===== config.mk =====
export PLATFORM = sky130hd
export DESIGN_NAME = dff_strobe_driver
export DESIGN_NICKNAME = d
export VERILOG_FILES = /design/src/rtl/dff_strobe_driver.sv
export SDC_FILE = /design/constraint.sdc
export NUM_CORES = 1
export LEC_CHECK = 0
export CORE_ASPECT_RATIO = 0.8
export CORE_MARGIN = 2
export CORE_UTILIZATION = 55
export DETAILED_ROUTE_END_ITERATION = 8
export PLACE_DENSITY = 0.77
export SLEW_MARGIN = 20
export SYNTH_ARGS = -nofsm -noshare
export SYNTH_HDL_FRONTEND = slang
export SYNTH_SLANG_ARGS = --single-unit

===== constraint.sdc =====
create_clock -name U -period 5 [get_ports U]
set_input_delay 1 -clock U [delete_from_list [all_inputs] [get_ports U]]
set_output_delay 1 -clock U [all_outputs]
set_load 0.005 [all_outputs]

===== src/rtl/dff_strobe_driver.sv =====
// Sequences D/T/_PC/_PS toward an emulated 74-style edge-triggered flip-flop with
// programmable setup, pulse and recovery times. Optional Q readback check: DFF_STROBE_READBACK_EN.
//
// state   | meaning
// --------+-------------------------------------------------------------
// IDLE    | waiting for REQ; also retires BUSY/DONE after a completion
// SETUP   | D driven, T low, SETUP_CYC cycles before the clock edge
// ACTIVE  | T high, or _PS/_PC low, for HIGH_CYC cycles
// RECOVER | all controls inactive, D held, LOW_CYC cycles
// FINISH  | one cycle before the DONE pulse; readback compare happens here

module dff_strobe_driver #(
    parameter int unsigned SETUP_CYC = 20,
    parameter int unsigned HIGH_CYC  = 440,
    parameter int unsigned LOW_CYC   = 40,
    parameter int unsigned CW        = 10
) (
    input  logic       U,
    input  logic       RESET,
    input  logic       REQ,
    input  logic [1:0] OP,
    input  logic       DIN,
    output logic       D,
    output logic       T,
    output logic       _PC,
    output logic       _PS,
    input  logic       Q,
    output logic       BUSY,
    output logic       DONE,
    output logic       ERR
);

    localparam int unsigned MAX_CYC =
        (SETUP_CYC > HIGH_CYC) ? ((SETUP_CYC > LOW_CYC) ? SETUP_CYC : LOW_CYC)
                               : ((HIGH_CYC > LOW_CYC) ? HIGH_CYC : LOW_CYC);

    if (SETUP_CYC < 1 || HIGH_CYC < 1 || LOW_CYC < 1) begin : g_bad_cyc
        $error("dff_strobe_driver: SETUP_CYC, HIGH_CYC and LOW_CYC must all be >= 1");
    end
    if ((MAX_CYC >> CW) != 0) begin : g_bad_cw
        $error("dff_strobe_driver: CW too narrow for the largest *_CYC value");
    end

    localparam logic [1:0] OP_CLK = 2'b00;
    localparam logic [1:0] OP_PRE = 2'b01;
    localparam logic [1:0] OP_RES = 2'b11;

    typedef enum logic [2:0] {
        S_IDLE,
        S_SETUP,
        S_ACTIVE,
        S_RECOVER,
        S_FINISH
    } state_t;

    state_t        state;
    logic [CW-1:0] cnt;
    logic          cnt_zero;

    assign cnt_zero = (cnt == '0);

`ifdef DFF_STROBE_READBACK_EN
    logic [1:0] op_q;
    logic       exp_q;

    // Reserved opcode never touches the flip-flop, so it is never compared.
    assign exp_q = (op_q == OP_CLK) ? D : (op_q == OP_PRE);
`else
    logic unused_q;

    assign unused_q = Q;
    assign ERR      = 1'b0;
`endif

    always_ff @(posedge U or posedge RESET) begin
        if (RESET) begin
            state <= S_IDLE;
            cnt   <= '0;
            D     <= 1'b0;
            T     <= 1'b0;
            _PC   <= 1'b1;
            _PS   <= 1'b1;
            BUSY  <= 1'b0;
            DONE  <= 1'b0;
`ifdef DFF_STROBE_READBACK_EN
            op_q  <= 2'b00;
            ERR   <= 1'b0;
`endif
        end else begin
            DONE <= 1'b0;
            case (state)
                S_IDLE: begin
                    BUSY <= 1'b0;
                    // BUSY still high here means DONE is showing; no acceptance that cycle.
                    if (REQ && !BUSY) begin
`ifdef DFF_STROBE_READBACK_EN
                        op_q <= OP;
`endif
                        if (OP == OP_RES) begin
                            state <= S_FINISH;
                        end else begin
                            BUSY <= 1'b1;
`ifdef DFF_STROBE_READBACK_EN
                            ERR  <= 1'b0;
`endif
                            if (OP == OP_CLK) begin
                                D     <= DIN;
                                cnt   <= CW'(SETUP_CYC - 1);
                                state <= S_SETUP;
                            end else begin
                                cnt   <= CW'(HIGH_CYC - 1);
                                state <= S_ACTIVE;
                                if (OP == OP_PRE) begin
                                    _PS <= 1'b0;
                                end else begin
                                    _PC <= 1'b0;
                                end
                            end
                        end
                    end
                end

                S_SETUP: begin
                    if (cnt_zero) begin
                        T     <= 1'b1;
                        cnt   <= CW'(HIGH_CYC - 1);
                        state <= S_ACTIVE;
                    end else begin
                        cnt <= cnt - CW'(1);
                    end
                end

                S_ACTIVE: begin
                    if (cnt_zero) begin
                        T     <= 1'b0;
                        _PC   <= 1'b1;
                        _PS   <= 1'b1;
                        cnt   <= CW'(LOW_CYC - 1);
                        state <= S_RECOVER;
                    end else begin
                        cnt <= cnt - CW'(1);
                    end
                end

                S_RECOVER: begin
                    if (cnt_zero) begin
                        state <= S_FINISH;
                    end else begin
                        cnt <= cnt - CW'(1);
                    end
                end

                S_FINISH: begin
                    DONE  <= 1'b1;
                    BUSY  <= 1'b1;
                    state <= S_IDLE;
`ifdef DFF_STROBE_READBACK_EN
                    if (op_q != OP_RES && Q != exp_q) begin
                        ERR <= 1'b1;
                    end
`endif
                end

                default: begin
                    state <= S_IDLE;
                    cnt   <= '0;
                end
            endcase
        end
    end

endmodule


==> results by group <==
Status
  • Status: complete, no violations

Cells and area
  • Area Growth Syn to Fin: 10.2%
  • Final nets: 165
  • # fillers: 181
  • Most frequent cells in the layout: dfrtp_1 (17), nor2_1 (13), a21oi_1 (11), clkdlybuf4s50_1 (11), inv_1 (10)
  • Finished Layout Cells: 176
  • Share of cells above drive strength 1: 0.0927
  • Antenna fix cells: 0
  • Commonest non-fill, non-tap cell in the layout: dfrtp_1

Yosys
  • Top-area cell type share of the netlist area: 0.333
  • Post-synth EDFFs: 0
  • Flops & latches, synth: 19
  • Count of cell types in the netlist: 49
  • Area leader, netlist: dfrtp_1
  • Largest cells by area after synthesis: dfrtp_1 (33%), ha_1 (5.9%), a21oi_1 (4.3%)
  • Mapped cell area: 1280 um^2
  • Syn avg cell area: 8.94 um^2
  • Asr flop ratio synth: 1.00
  • Sequential share of the synthesized area: 0.374
  • Post-synth net total: 156
  • Main flop type after synthesis: dfrtp_1
  • YS warnings: 0
  • Gate Count Post-Synth: 143

Drt
  • DR vias: 1154
  • Routed WL: 2920 um
  • Drt first pass iters: 4
  • Antenna-violating nets left: 0
  • Drt first-iter violations: 48
  • Drt wl/cell: 16.6 um
  • DRC Markers: 0
  • Post-DR vias/cell: 6.56

Placed design
  • Port Buffer Count: 11
  • GPL Wtd Cong: 0.868
  • Detailed Place HPWL: 2170 um
  • DP Worst Slack: 1720 ps
  • Dpl cells: 172

Clocking
  • CTS Buf Count: 3
  • Worst skew pair latency: 310 ps
  • # Post-CTS Setup Buffers: 0
  • Worst-path clk slew: 100 ps
  • Worst-case clock buffer depth: 2
  • # hold bufs at CTS: 0
  • CTS tree: yes
  • Post-CTS Resized: 0
  • # clock sinks: 19
  • Root Buffer: clkbuf_4
  • CTS H-tree depth: 1

Pwr
  • VDD IR max: 340 uV
  • Comb pwr share: 0.443
  • Total power draw: 0.665 mW
  • Sw Pwr: 0.283 mW
  • Clock share of power: 0.121
  • Int Power: 0.382 mW
  • Seq pwr share: 0.436
  • PD cells: 472 nW/um^2
  • Leakage: 0.605 nW
  • Switching Share: 0.425

Timing
  • Worst rel slew slack: 0.488
  • Final Hold Fails: 0
  • Slew Viols, Final: 0
  • Worst setup margin: 2040 ps
  • Setup violations, final: 0
  • Tcrit/Tclk final: 0.592
  • RSZ-0062 raised after global routing: no
  • Max Freq: 0.338 GHz
  • Post-route minimum period: 2960 ps
  • Slew @ Worst Pin: 761 ps
  • Setup TNS: 0 ps
  • Worst Skew: 6.43 ps

Worst hold path
  • Hold depth: 2
  • Hold Crit Class: flop to flop
  • Hold_sp: _PS

Run
  • Max Cap Viol: 0

Worst setup path
  • Crit Path Category: input pin to flop
  • WP data arrival: 3160 ps
  • Worst R2R Path Depth: 6
  • RR Startpoint: cnt[0]
  • CP startpoint kind: input pin
  • Crit. End Element: flop
  • R2r endpoint: cnt[4]
  • CP endpoint: cnt[7]
  • Crit path from: OP[0]
  • Peak fanout along the critical path: 5
  • Worst EP required: 5200 ps
  • R2R Setup Slk: 2820 ps

Global routing
  • Largest net degree at the start of global routing: 20
  • Initial antenna violation count: 0
  • Number of global-route vias before repair: 982
  • Global-route wire length before repair: 4830 um
  • Grt ovf: 0
  • Overall Global Routing Usage: 0.242

Floorplanning
  • IO Count: 14
  • Die Ht: 47.1 um
  • Initial Util: 0.587
  • Die Wd: 57.9 um
  • Core area: 2180 um^2
  • Die footprint: 2730 um^2
  • Site Rows: 15
Yosys cell counts, types with 2 or more instances:
master,instances
nand2_1,4
nand4_1,3
nor3_2,2
nor3b_1,2
nor3_1,4
ha_1,6
dfrtp_1,17
nor2_1,13
clkbuf_1,4
a211o_1,2
a31oi_1,4
nor2b_1,2
a311oi_1,3
a32o_1,2
a21oi_1,11
o21ai_0,8
a2111oi_0,2
inv_1,10
nand3_1,8
nand2b_1,3
dfstp_2,2
or3_1,2
xnor2_1,3
state kept, by name (all words and copies together), names as in the netlist:
name,cells
T,1
state,3
BUSY,1
D,1
_PS,1
cnt,10
DONE,1
_PC,1
routing by layer:
layer | wire, um | share of wire | track usage
met1 | 1440 | 0.50 | 0.375
met2 | 1260 | 0.43 | 0.343
met3 | 201 | 0.069 | 0.0579
met4 | 13 | 0.0045 | 0.0512
met5 | 0 | 0 | 0
metrics by stage:
step	area [um^2]	util	hold WS, ps
3_5_place_dp	1380	0.635	497
3_3_place_gp	1380	0.635	489
2_1_floorplan	1280	-	468
4_1_cts	1410	0.647	513
6_report	1410	0.647	502
5_1_grt	1410	0.647	528
worst min path at each step:
stage / end / slack, ps
floorplan: cnt[9] / 470
global placement: _PS / 490
detailed placement: _PS / 500
CTS: _PS / 510
global route: _PS / 530
finish: _PS / 500
kinds of logic (layout without fill, tap and decap cells):
group	after synthesis	count (layout)	share of synthesized area
XOR/XNOR	3	3	0.0206
adder cells (fa/ha/maj)	6	6	0.0587
AO/OA/AOI/OAI	44	44	0.244
multiplexers	1	1	0.00881
buffers and inverters	17	25	0.0587
other	1	1	0.00293
flip-flops	19	19	0.374
AND/OR/NAND/NOR	52	52	0.233
worst max-delay path, stage by stage:
cell             delay, ps
clkdlybuf4s50_1        440
ha_1                   240
nor3b_1                580
a21oi_1                210
or2_1                  330
a221o_1                360
layout make-up:
type	count	area, um^2	area share
flip-flops and latches	19	478	0.339
well taps	25	31.3	0.0222
inverters	10	37.5	0.0266
repair buffers	11	110	0.0782
multi-input cells	107	726	0.515
clock buffers	4	26.3	0.0187
power groups by stage:
stage               Combinational, mW  Clock (mW)  Sequential, mW
CTS                             0.293      0.0819           0.286
global placement                0.277           0           0.286
floorplan                       0.234           0           0.261
global route                    0.334      0.0870           0.300
finish                          0.295      0.0804           0.290
detailed placement              0.291           0           0.290
Power figures use the tool's default switching activity.
